File: src/rtl/uart_rx_byte.sv
// uart_rx_byte: 8N1 UART receiver.
// The line is synchronised through three flops, a start edge is taken from the
// two older stages, and every bit is sampled once at mid-bit on rx_s2.
// A received byte appears on po_data with a one-cycle po_flag pulse.
// A low stop bit raises a one-cycle frame_err pulse instead; the receiver then
// waits for the line to return high, so a line held low cannot retrigger it.
// busy is high whenever the receiver is outside IDLE.
module uart_rx_byte #(
    parameter int UART_BPS = 9600,
    parameter int CLK_FREQ = 50_000_000
) (
    input  logic       sys_clk,
    input  logic       sys_rst_n,
    input  logic       rx,
    output logic [7:0] po_data,
    output logic       po_flag,
    output logic       frame_err,
    output logic       busy
);

    localparam int BAUD_CNT_MAX = CLK_FREQ / UART_BPS;
    localparam int MID          = BAUD_CNT_MAX / 2;
    localparam int CNT_W        = (BAUD_CNT_MAX > 1) ? $clog2(BAUD_CNT_MAX) : 1;

    localparam logic [CNT_W-1:0] CNT_LAST = CNT_W'(BAUD_CNT_MAX - 1);
    localparam logic [CNT_W-1:0] CNT_MID  = CNT_W'(MID);

    typedef enum logic [2:0] {
        S_IDLE  = 3'd0,
        S_START = 3'd1,
        S_DATA  = 3'd2,
        S_STOP  = 3'd3,
        S_BREAK = 3'd4
    } state_t;

    state_t           state;
    state_t           state_nxt;
    logic             rx_s1;
    logic             rx_s2;
    logic             rx_s3;
    logic [CNT_W-1:0] baud_cnt;
    logic [3:0]       bit_cnt;
    logic [7:0]       shift_reg;
    logic [7:0]       shift_nxt;
    logic [7:0]       data_nxt;
    logic             flag_nxt;
    logic             err_nxt;
    logic             fall_edge;
    logic             sample;

    // The start edge uses the two oldest synchroniser stages; sampling uses rx_s2.
    assign fall_edge = ~rx_s2 & rx_s3;
    assign sample    = (baud_cnt == CNT_MID);
    assign busy      = (state != S_IDLE);

    // Three-flop synchroniser; resets to the idle-high line level.
    always_ff @(posedge sys_clk or negedge sys_rst_n) begin
        if (!sys_rst_n) begin
            rx_s1 <= 1'b1;
            rx_s2 <= 1'b1;
            rx_s3 <= 1'b1;
        end else begin
            rx_s1 <= rx;
            rx_s2 <= rx_s1;
            rx_s3 <= rx_s2;
        end
    end

    // Bit timing: cleared on the start edge, runs in every non-idle state.
    always_ff @(posedge sys_clk or negedge sys_rst_n) begin
        if (!sys_rst_n) begin
            baud_cnt <= '0;
            bit_cnt  <= 4'd0;
        end else if (state == S_IDLE) begin
            if (fall_edge) begin
                baud_cnt <= '0;
                bit_cnt  <= 4'd0;
            end
        end else if (baud_cnt == CNT_LAST) begin
            baud_cnt <= '0;
            bit_cnt  <= bit_cnt + 4'd1;
        end else begin
            baud_cnt <= baud_cnt + 1'b1;
        end
    end

    // State, shift register and registered output pulses.
    always_ff @(posedge sys_clk or negedge sys_rst_n) begin
        if (!sys_rst_n) begin
            state     <= S_IDLE;
            shift_reg <= 8'h00;
            po_data   <= 8'h00;
            po_flag   <= 1'b0;
            frame_err <= 1'b0;
        end else begin
            state     <= state_nxt;
            shift_reg <= shift_nxt;
            po_data   <= data_nxt;
            po_flag   <= flag_nxt;
            frame_err <= err_nxt;
        end
    end

    // Next-state logic: start check, data shift, stop check, break wait.
    always_comb begin
        state_nxt = state;
        shift_nxt = shift_reg;
        data_nxt  = po_data;
        flag_nxt  = 1'b0;
        err_nxt   = 1'b0;
        case (state)
            S_IDLE: begin
                if (fall_edge) begin
                    state_nxt = S_START;
                end
            end
            S_START: begin
                if (sample) begin
                    // A start bit that is high again at mid-bit was a glitch.
                    state_nxt = rx_s2 ? S_IDLE : S_DATA;
                end
            end
            S_DATA: begin
                if (sample) begin
                    // Right shift in from the top so the first data bit lands in bit 0.
                    shift_nxt = {rx_s2, shift_reg[7:1]};
                    if (bit_cnt == 4'd8) begin
                        state_nxt = S_STOP;
                    end
                end
            end
            S_STOP: begin
                if (sample && (bit_cnt == 4'd9)) begin
                    if (rx_s2) begin
                        data_nxt  = shift_reg;
                        flag_nxt  = 1'b1;
                        state_nxt = S_IDLE;
                    end else begin
                        err_nxt   = 1'b1;
                        state_nxt = S_BREAK;
                    end
                end
            end
            S_BREAK: begin
                if (rx_s2) begin
                    state_nxt = S_IDLE;
                end
            end
            default: begin
                state_nxt = S_IDLE;
            end
        endcase
    end

endmodule
File: config.mk
export PLATFORM = sky130hd
export DESIGN_NAME = uart_rx_byte
export DESIGN_NICKNAME = d
export VERILOG_FILES = /design/src/rtl/uart_rx_byte.sv
export SDC_FILE = /design/constraint.sdc
export NUM_CORES = 1
export LEC_CHECK = 0
export ABC_CLOCK_PERIOD_IN_PS = 2620
export CORE_ASPECT_RATIO = 0.7
export CORE_MARGIN = 4
export CORE_UTILIZATION = 45
export CTS_CLUSTER_SIZE = 10
export DETAILED_ROUTE_END_ITERATION = 12
export PLACE_DENSITY = 0.64
export SLEW_MARGIN = 20
export SYNTH_ARGS = -nofsm -noshare
export SYNTH_HDL_FRONTEND = slang
export SYNTH_SLANG_ARGS = --single-unit
File: constraint.sdc
create_clock -name sys_clk -period 2.62 [get_ports sys_clk]
set_input_delay 0.524 -clock sys_clk [delete_from_list [all_inputs] [get_ports sys_clk]]
set_output_delay 0.524 -clock sys_clk [all_outputs]
set_load 0.03 [all_outputs]
# Word-level counts from Yosys, hierarchy flattened

Index checks and enable logic that the tools add are counted.

Register bits after elaboration: 41
Bits of input ports: 3
Output and inout bits: 11
Word-level logic and storage cells: 57

Add/sub/neg operators: 2
Eq/ne operators: 14
Mux-type cells: 21
Bitwise logic cells: 2
Reduce and logical (&&, ||, !) cells: 8

Operators by type and width:

| cell                                                                     | count |
|---|---|
| 13-bit two-way mux                                                       | 3 |
| 3-bit two-way mux                                                        | 7 |
| 3-bit one-hot mux with 5 select lines                                    | 1 |
| 13-bit by 1-bit adder with 13-bit output (second input constant)         | 1 |
| 13-bit by 12-bit equality test with 1-bit output (second input constant) | 1 |
| 13-bit equality test (second input constant)                             | 1 |
| 4-bit two-way mux                                                        | 3 |
| 2-bit inequality test (second input constant)                            | 6 |
| 4-bit equality test (second input constant)                              | 2 |
| 3-bit by 2-bit equality test with 1-bit output (second input constant)   | 2 |
| 1-bit two-way mux                                                        | 6 |
| 6-bit AND reduction                                                      | 1 |
| 4-bit by 1-bit adder with 4-bit output (second input constant)           | 1 |
| 2-bit AND reduction                                                      | 2 |
| 3-bit by 1-bit equality test with 1-bit output (second input constant)   | 1 |
| 3-bit equality test (second input constant)                              | 1 |
| 3-bit logical NOT                                                        | 1 |
| 3-bit AND reduction                                                      | 1 |
| 3-bit nonzero test                                                       | 1 |
| 2-bit two-way mux                                                        | 1 |
| 2-bit nonzero test                                                       | 1 |
| 1-bit AND                                                                | 1 |
| 1-bit logical AND                                                        | 1 |
| 1-bit inverter                                                           | 1 |

# Logic depth before layout (Yosys ltp)

Gate-level depths: netlist of run 1.

Word-level depth: 4
Mapped depth: 8
Depth with buffers taken out: 6

# Worst setup path after synthesis of run 1

OpenSTA, ideal clock, no wires.

Path kind: register to register
From: register baud_cnt[4]
To: register po_data[0]
Setup time: 125 ps
Arrival: 1,748 ps
Required time: 2,495 ps
Slack: 747 ps
Cell stages (with the launch flop): 6
Path buffers: 1
Cells stage by stage: dfrtp_1 > buf_6 > or4b_4 > nor4_4 > nand3_4 > mux2_2

Word-level cells in the longest chain between the ends: 3

Ends and longest elaborated chain:

| what                                             | line | RTL |
|---|---|---|
| start: declaration                               | 41   | `logic [CNT_W-1:0] baud_cnt;` |
| start signal: assignment                         | 83   | `baud_cnt <= baud_cnt + 1'b1;` |
| 13-bit by 12-bit equality test with 1-bit output | 53   | `assign sample = (baud_cnt == CNT_MID);` |
| 1-bit logical AND                                | 133  | `if (sample && (bit_cnt == 4'd9)) begin` |
| 3-bit AND reduction (no source line)             | n/a  |  |
| end signal: assignment                           | 98   | `po_data <= data_nxt;` |
| end: declaration                                 | 15   | `output logic [7:0] po_data,` |

No other way between the ends.
A chain may end at the register's enable or synchronous reset.

# Final worst setup path of run 1

From: register state[0]
To: output busy

Word-level cells in the longest chain between the ends: 1

Ends and longest elaborated chain:

| what                     | line | RTL |
|---|---|---|
| start: declaration       | 36   | `state_t state;` |
| start signal: assignment | 96   | `state <= state_nxt;` |
| 3-bit nonzero test       | 54   | `assign busy = (state != S_IDLE);` |
| end: declaration         | 18   | `output logic busy` |

No other way between the ends.

==> impl_metrics.ini, run 1 <==
[yosys]
yosysUniqueCellTypes = 47
ys_async_sr_fraction = 1.000
syn-cell-area_um2 = 2066
synth_top_area_share = 0.4603
muxShareOfSynthArea = 0.09267
synthAdderAreaFrac = 0.03028
netlist_instances = 183
synth_xor_area_frac = 0.004240
yosys-top-cells-area = dfrtp_1, mux2_2, a31oi_1, dfstp_2, ha_1
synth_area_per_cell_um2 = 11.29
ys_ff_latch = 41
yosysSeqAreaShare = 0.4985
synth_edf_count = 0
synthSimpleGateAreaFrac = 0.2120
synth_compound_area_frac = 0.1230
synth_top_family_by_area = simple AND/OR/NAND/NOR gates
synth_largest_area_cell = dfrtp_1
syn_nets = 191
synth_flop_cell = dfrtp_1
ys_warn_count = 0

[floorplan]
num_io_pins = 14
die_h_um = 64.69
start_util = 0.4717
die_w_um = 88.98
design.die.area_um2 = 5756
fp.coreArea_um2 = 4379
fp-row-count = 20

[hold_path]
hold_class = input pin to asynchronous set/reset pin

[layout]
final_area_um2 = 2332
nNetsFinal = 207
num_antenna_cells = 0
multi_input_area_um2 = 954.7
n_fill_cell = 366
area_growth_pct = 12.90
seqCellArea_um2 = 1030
largest_reg_flops = 13
final_core_util = 0.5326
drive_gt1_frac = 0.2100

[timing]
rsz0062_at_grt = false
hold_viol_final = 0
maxSlewHeadroom = 0.3832
tns_ns = 0
worst_slew_pin_slew_ns = 0.9252
clock.fmax_mhz = 425.3
skew_ns = 0.009867
setup_slack_ns = 0.2686
finalCriticalPeriod_ns = 2.351
slew_violations = 0
setup_viol = 0
min_period_over_period = 0.8975

[detailed_routing]
drtAntennaViolNets = 0
wl_per_cell_um = 16.16
first_pass_iters = 4
viasPerCell = 5.765
dr.first_iter.drc_count = 100
drc_errors = 0
num_vias = 1470
totalWireLength_mm = 4.121

[placed_design]
port_buffers = 13
hpwl_mm = 2.914
pre_cts_slack_ns = 0.5423
dpl_cell_area_um2 = 2238
gp_congestion = 0.8334

[outcome]
status = finished clean

[clocking]
clk_latency_ns = 0.30
numClockSinks = 41
ctsHoldBuffers = 0
cts_buffer_depth = 2
post_cts_buffers = 0
cts_tree = built
cts_made_buffers = 5
clockRootBuffer = clkbuf_8
clk_pin_slew_ns = 0.09
cts_resized = 0
htree_levels = 2

[job]
drv_cap = 0

[setup_path]
cp.arrival_ns = 1.83
crit_chain = nor3_1 > inv_1 > clkdlybuf4s50_1
critical_path.endpoint_type = primary output
crit_path_start_kind = flip-flop
cp_data_required_time_ns = 2.10
path_class = flip-flop to primary output
worst_path_max_delay_cell = clkdlybuf4s50_1
cp_num_buf_inv = 2
critPathMaxStageDelay_ns = 0.62
path_delay_family = buffers and inverters
cp_max_fo = 10

[global_route]
grt_pass1_vias = 1451
grt_pass1_wl_mm = 7.307
grt_antenna_before_repair = 0
grt-ovfl-total = 0
grt_max_degree = 42
grt_use_total = 0.1645

[power_and_ir_drop]
finalPower_w = 0.001459
p_per_area_nw_per_um2 = 625.6
cellLeakagePower_nw = 1.044
irDropWorstVdd_mv = 0.2975
[cell usage after synthesis, types with 3 or more instances]
cell,instances
o21ai_0,11
dfstp_2,3
dfrtp_1,38
nor2_1,7
nand3_1,6
nand2b_1,3
nand2_1,13
a31oi_1,13
mux2_2,17
inv_1,10
nand4_1,3
ha_1,5
a21oi_1,6
nor4bb_1,4
[final timing paths]
path                                    startpoint                  endpoint  slack, ns  cells after the start
max in group asynchronous                sys_rst_n  shift_reg[0]$_DFFE_PN0P_       1.69                      1
min in group sys_clk               rx_s1$_DFF_PN1_           rx_s2$_DFF_PN1_       0.36                      0
hold reg to reg                    rx_s1$_DFF_PN1_           rx_s2$_DFF_PN1_       0.36                      0
hold / removal                           sys_rst_n   baud_cnt[0]$_DFFE_PN0N_       0.35                      1
setup / recovery              state[0]$_DFFE_PN0P_                      busy       0.27                      3
setup reg to reg           baud_cnt[0]$_DFFE_PN0N_   baud_cnt[8]$_DFFE_PN0N_       0.46                      6
[through the flow]
step	instances	hold WS, ns
floorplan	183	0.2284
global placement	247	0.3471
detailed placement	247	0.3494
CTS	255	0.3620
global route	255	0.3688
finish	255	0.3517
[report_power, final]
part           leakage (nW)  internal, W  switching, W
clock network        0.0447     0.000192      0.000238
logic                 0.449     0.000111      0.000149
registers             0.550     0.000680     0.0000890
total                  1.04     0.000983      0.000476
[kinds of logic (layout without fill, tap and decap cells)]
kind of cell    count (synthesis)  count (layout)
buf+inv                        17              34
flops                          41              41
simple gates                   62              62
mux                            17              17
xor+xnor                        1               1
compound gates                 40              40
fa+ha+maj                       5               5
[layout by cell type (no fill, tap or decap), types with 2 or more instances in the layout]
| master | n |
|---|---|
| o21ai_0 | 11 |
| clkbuf_8 | 5 |
| buf_4 | 3 |
| dfrtp_1 | 38 |
| o31a_1 | 2 |
| and4_1 | 2 |
| nand4b_1 | 2 |
| nand2b_1 | 3 |
| clkdlybuf4s50_1 | 12 |
| inv_1 | 10 |
| nand3_1 | 6 |
| nor3_1 | 2 |
| mux2_2 | 17 |
| ha_1 | 5 |
| a31oi_1 | 13 |
| dfstp_2 | 3 |
| and3_1 | 2 |
| nand4_1 | 3 |
| a22o_1 | 2 |
| nor2_1 | 7 |
| and2_1 | 2 |
| or3_1 | 2 |
| nand2_1 | 13 |
| a21oi_1 | 6 |
| nor4bb_1 | 4 |
[layout make-up]
cell class                 count  share of cell area
clock buffer                   5             0.02951
clock inverter                 3             0.01073
inverter                      10             0.01609
multi-input combinational    125              0.4093
sequential                    41              0.4415
tap                           55             0.02951
timing repair buffer          16             0.06330
[per-layer routing]
| layer | GRT usage | wire length [um] | share of wire |
|---|---|---|---|
| met1 | 0.2520 | 2111 | 0.51 |
| met2 | 0.2269 | 1747 | 0.42 |
| met3 | 0.04320 | 215 | 0.052 |
| met4 | 0.04647 | 46 | 0.011 |
| met5 | 0 | 0 | 0 |
Note: power is estimated with default switching activity, not from simulation.
==> run 2: changes to the inputs <==
--- a/config.mk
+++ b/config.mk
@@ -6,7 +6,7 @@
 export NUM_CORES = 1
 export LEC_CHECK = 0
 export ABC_CLOCK_PERIOD_IN_PS = 2620
-export CORE_ASPECT_RATIO = 0.7
+export CORE_ASPECT_RATIO = 0.5
 export CORE_MARGIN = 4
 export CORE_UTILIZATION = 45
 export CTS_CLUSTER_SIZE = 10
==> run 2 against run 1 <==
Effect of this change:
- die area is 0.84% higher
- wire length is 8.0% lower
- power grew 6.8%
==> impl_metrics.ini, run 2 (same netlist as run 1, synthesis figures left out) <==
[outcome]
status = finished clean

[clocking]
clk_latency_ns = 0.29
ctsHoldBuffers = 0
htree_levels = 2
numClockSinks = 41
clockRootBuffer = clkbuf_8
clk_pin_slew_ns = 0.08
cts_tree = built
cts_buffer_depth = 2
post_cts_buffers = 0
cts_made_buffers = 5
cts_resized = 0

[setup_path]
cp_max_fo = 10
path_class = flip-flop to primary output
reg2reg_depth = 6
cp_data_required_time_ns = 2.10
r2r_start = baud_cnt[0]$_DFFE_PN0N_
cp.arrival_ns = 1.78
critical_path.endpoint_type = primary output
timing.rr.end = baud_cnt[8]$_DFFE_PN0N_
crit_path_start_kind = flip-flop
regToRegSetupSlack_ns = 0.59

[layout]
fin_cells = 256
area_growth_pct = 13.93
nNetsFinal = 206
final_common_cell = dfrtp_1
drive_gt1_frac = 0.2060
layout_common_cells = dfrtp_1, mux2_2, nand2_1, a31oi_1, clkdlybuf4s50_1
largest_reg_flops = 13
num_antenna_cells = 0

[detailed_routing]
wl_per_cell_um = 14.80
num_vias = 1439
first_pass_iters = 4
drtAntennaViolNets = 0
drc_errors = 0
dr.first_iter.drc_count = 81
viasPerCell = 5.621
totalWireLength_mm = 3.790

[placed_design]
port_buffers = 13
dp.cells = 248
hpwl_mm = 2.588
gp_congestion = 0.7991

[global_route]
grt_max_degree = 42
grt_antenna_before_repair = 0
grt_use_total = 0.1435
grt_pass1_wl_mm = 6.748
grt-ovfl-total = 0
grt_pass1_vias = 1401

[timing]
clock.fmax_mhz = 433.2
rsz0062_at_grt = false
finalCriticalPeriod_ns = 2.309
maxSlewHeadroom = 0.4013
worst_slew_pin_slew_ns = 0.8981
setup_viol = 0
tns_ns = 0
min_period_over_period = 0.8811
slew_violations = 0
hold_viol_final = 0
skew_ns = 0.004420

[power_and_ir_drop]
intPower_w = 0.001102
power_frac_clock = 0.343
swShare = 0.2925
p_per_area_nw_per_um2 = 661.9
pwr-share-seq = 0.491
comb_power_share = 0.165
p_sw_w = 0.0004557
cellLeakagePower_nw = 1.052
irDropWorstVdd_mv = 0.2926

[floorplan]
fp-row-count = 17
die_h_um = 55.91
num_io_pins = 14
die_w_um = 103.8
design.die.area_um2 = 5804
start_util = 0.4692
fp.coreArea_um2 = 4403

[job]
drv_cap = 0

[hold_path]
hold_class = input pin to asynchronous set/reset pin
-- run 2: cell types whose count changed in the layout (fill, tap and decap cells not counted), sizes merged --
cell    before  now
buf          4    3
bufinv       0    1
clkbuf       5    6
clkinv       1    0
inv         11   10
-- run 2: power groups by stage --
stage / combinational, W / sequential (W) / clock (W)
final: 0.000258 / 0.000765 / 0.000535
after global routing: 0.000299 / 0.000780 / 0.000579
after CTS: 0.000262 / 0.000765 / 0.000550
after detailed placement: 0.000261 / 0.000776 / 0
after global placement: 0.000253 / 0.000773 / 0
after floorplan: 0.000224 / 0.000742 / 0
-- run 2: routing by layer --
metal | part of all wire | routed length, um | global-route usage | vias to the layer above
li1 | - | - | - | 703
met5 | 0 | 0 | 0 | -
met2 | 0.44 | 1652 | 0.2271 | 21
met4 | 0.0095 | 36 | 0.04545 | 0
met1 | 0.52 | 1969 | 0.1916 | 711
met3 | 0.035 | 132 | 0.04171 | 4
-- run 2: cell type report --
cell class | instances | area (um^2)
clock buffer | 6 | 82.58
clock inverter | 2 | 37.54
fill | 393 | 2049
inverter | 10 | 37.54
multi-input combinational | 125 | 954.7
sequential | 41 | 1030
tap | 57 | 71.32
timing repair buffer | 15 | 140.1
-- run 2: worst max-delay path, cell delays in order (launching register included) --
cell,delay [ns]
dfrtp_1,0.47
nor3_1,0.28
inv_1,0.13
clkdlybuf4s50_1,0.61
-- run 2: worst max-delay path by stage --
stage                                       start                       to  slack [ns]  cells past startpoint
after floorplan           baud_cnt[4]$_DFFE_PN0N_   po_data[0]$_DFFE_PN0P_        0.75                      5
after global placement       state[0]$_DFFE_PN0P_                     busy        0.63                      3
after detailed placement  baud_cnt[0]$_DFFE_PN0N_  baud_cnt[8]$_DFFE_PN0N_        0.61                      6
after CTS                    state[0]$_DFFE_PN0P_                     busy        0.29                      3
after global routing         state[0]$_DFFE_PN0P_                     busy        0.20                      3
final                        state[0]$_DFFE_PN0P_                     busy        0.31                      3
-- run 2: through the flow --
step                      area, um^2  hold slack, ns    util   power, W  worst slack (ns)
after floorplan                 2066          0.2284       -  0.0009664            0.7471
after global placement          2233          0.3482  0.5072   0.001025            0.6305
after detailed placement        2233          0.3479  0.5072   0.001037            0.6095
after CTS                       2354          0.3601  0.5345   0.001576            0.2920
after global routing            2354          0.3621  0.5345   0.001657            0.1983
final                           2354          0.3529  0.5345   0.001558            0.3114
==> run 3: changes to the inputs <==
--- a/config.mk
+++ b/config.mk
@@ -11,6 +11,7 @@
 export CORE_UTILIZATION = 45
 export CTS_CLUSTER_SIZE = 10
 export DETAILED_ROUTE_END_ITERATION = 12
+export GPL_TIMING_DRIVEN = 0
 export PLACE_DENSITY = 0.64
 export SLEW_MARGIN = 20
 export SYNTH_ARGS = -nofsm -noshare
==> run 3 against run 2 <==
Effect of this change:
- combinational power rose by 16%
- largest power group unchanged
- register-to-register slack got worse by 0.09 ns
- clock power fell by 0.7%
- via count rose by 3.8%
- critical path depth rose by 2
- hold slack got worse by 0.27 ns
- critical path type unchanged
- first-iteration DRC count fell by 7.4%
- largest cell class unchanged
- critical endpoint unchanged
- non-clock buffer count rose by 6
- utilization rose by 1.2 points
- sequential power fell by 2%
- setup slack improved by 0.10 ns
==> impl_metrics.ini, run 3 (same netlist as run 1, synthesis figures left out) <==
[timing]
slew_violations = 0
setup_viol = 0
setup_slack_ns = 0.4151
hold_viol_final = 0
tns_ns = 0
worst_slew_pin_slew_ns = 0.5704
rsz0062_at_grt = false
min_period_over_period = 0.8416
maxSlewHeadroom = 0.6146
skew_ns = 0.004540
holdWs_ns = 0.08545
clock.fmax_mhz = 453.5
finalCriticalPeriod_ns = 2.205

[job]
drv_cap = 0

[clocking]
ctsHoldBuffers = 0
cts_buffer_depth = 2
htree_levels = 2
clk_pin_slew_ns = 0.08
clk_latency_ns = 0.29
clockRootBuffer = clkbuf_8
cts_made_buffers = 5
cts_tree = built
numClockSinks = 41

[setup_path]
critical_path.endpoint_type = primary output
worst_path_max_delay_cell = dfrtp_1
critPathMaxStageDelay_ns = 0.36
cp_data_required_time_ns = 2.10
path_class = flip-flop to primary output
crit_chain = buf_4 > nor3_1 > clkbuf_2 > inv_1 > dlymetal6s2s_1
cp.arrival_ns = 1.68
cp_max_fo = 10
crit_path_start_kind = flip-flop

[placed_design]
port_buffers = 13
pre_cts_slack_ns = 0.1987
gp_congestion = 0.8071
hpwl_mm = 2.644

[global_route]
grt_use_total = 0.1425
grt_util_met1 = 0.1950
grt_pass1_wl_mm = 6.755
grt-ovfl-total = 0
gr-max-usage-layer = met2
grt_max_degree = 33
grt_pass1_vias = 1455
grt_antenna_before_repair = 0
grt.met3_usage = 0.04171
grt_util_met2 = 0.2207

[detailed_routing]
viasPerCell = 5.698
totalWireLength_mm = 3.775
wl_per_cell_um = 14.41
num_vias = 1493
drc_errors = 0
drtAntennaViolNets = 0
dr.first_iter.drc_count = 75
first_pass_iters = 4

[power_and_ir_drop]
p_per_area_nw_per_um2 = 655.9
cellLeakagePower_nw = 1.082
irDropWorstVdd_mv = 0.2477

[layout]
area_growth_pct = 16.47
drive_gt1_frac = 0.2244
n_fill_cell = 372
layout_common_cells = dfrtp_1, mux2_2, nand2_1, a31oi_1
largest_reg_flops = 13
final_core_util = 0.5465
nNetsFinal = 212
num_antenna_cells = 0
final_common_cell = dfrtp_1

[floorplan]
num_io_pins = 14
fp-row-count = 17
die_h_um = 55.91
die_w_um = 103.8
fp.coreArea_um2 = 4403
start_util = 0.4692
design.die.area_um2 = 5804

[outcome]
status = finished clean

[hold_path]
hold_class = input pin to asynchronous set/reset pin
==> run 3: path summary, 6_finish.rpt <==
path / start / endpoint / slack [ns] / cells past startpoint
worst max-delay path: state[0]$_DFFE_PN0P_ / busy / 0.42 / 5
worst min-delay path: sys_rst_n / po_data[3]$_DFFE_PN0P_ / 0.09 / 1
worst max register to register: baud_cnt[0]$_DFFE_PN0N_ / bit_cnt[0]$_DFFE_PN0P_ / 0.50 / 7
worst min register to register: rx_s1$_DFF_PN1_ / rx_s2$_DFF_PN1_ / 0.36 / 0
max in group asynchronous: sys_rst_n / rx_s1$_DFF_PN1_ / 2.03 / 2
min in group sys_clk: rx_s1$_DFF_PN1_ / rx_s2$_DFF_PN1_ / 0.36 / 0
==> run 3: through the flow <==
stage	cell area (um^2)	cells	total power, W
floorplan	2066	183	0.0009664
global placement	2267	253	0.001048
detailed placement	2282	254	0.001061
CTS	2404	262	0.001595
global route	2406	262	0.001675
finish	2406	262	0.001578
==> run 3: power breakdown <==
part / switching, W / total, W / internal, W / leakage, nW
Combinational: 0.000171 / 0.000300 / 0.000129 / 0.474
Sequential: 0.0000677 / 0.000748 / 0.000680 / 0.550
Clock: 0.000221 / 0.000531 / 0.000310 / 0.0574
==> run 3: critical path, delay by kind of cell, from the launching register on <==
| family | cells | cell delay (ns) |
|---|---|---|
| flops | 1 | 0.36 |
| simple gates | 1 | 0.22 |
| buf+inv | 4 | 0.81 |
==> run 3: final cells by class <==
| type | count | area, um^2 | share of cell area |
|---|---|---|---|
| plain buffers | 7 | 45.04 | 0.01872 |
| clock buffers | 6 | 82.58 | 0.03432 |
| clock inverters | 2 | 37.54 | 0.01560 |
| inverters | 10 | 37.54 | 0.01560 |
| multi-input cells | 125 | 954.7 | 0.3968 |
| flip-flops and latches | 41 | 1030 | 0.4280 |
| well taps | 57 | 71.32 | 0.02964 |
| repair buffers | 14 | 147.6 | 0.06136 |
==> run 3: timing repair <==
| item | CTS | global route |
|---|---|---|
| setup endpoints to repair | 1 | 1 |
| endpoints found under the hold margin | 0 | 0 |
| resized for setup | 1 | 1 |
| setup buffers | 0 | 0 |
==> run 3: routing by layer <==
| metal | vias to the layer above | part of all wire |
|---|---|---|
| met1 | 729 | 0.49 |
| met3 | 5 | 0.046 |
| met4 | 0 | 0.010 |
| li1 | 724 | - |
| met5 | - | 0 |
| met2 | 35 | 0.46 |
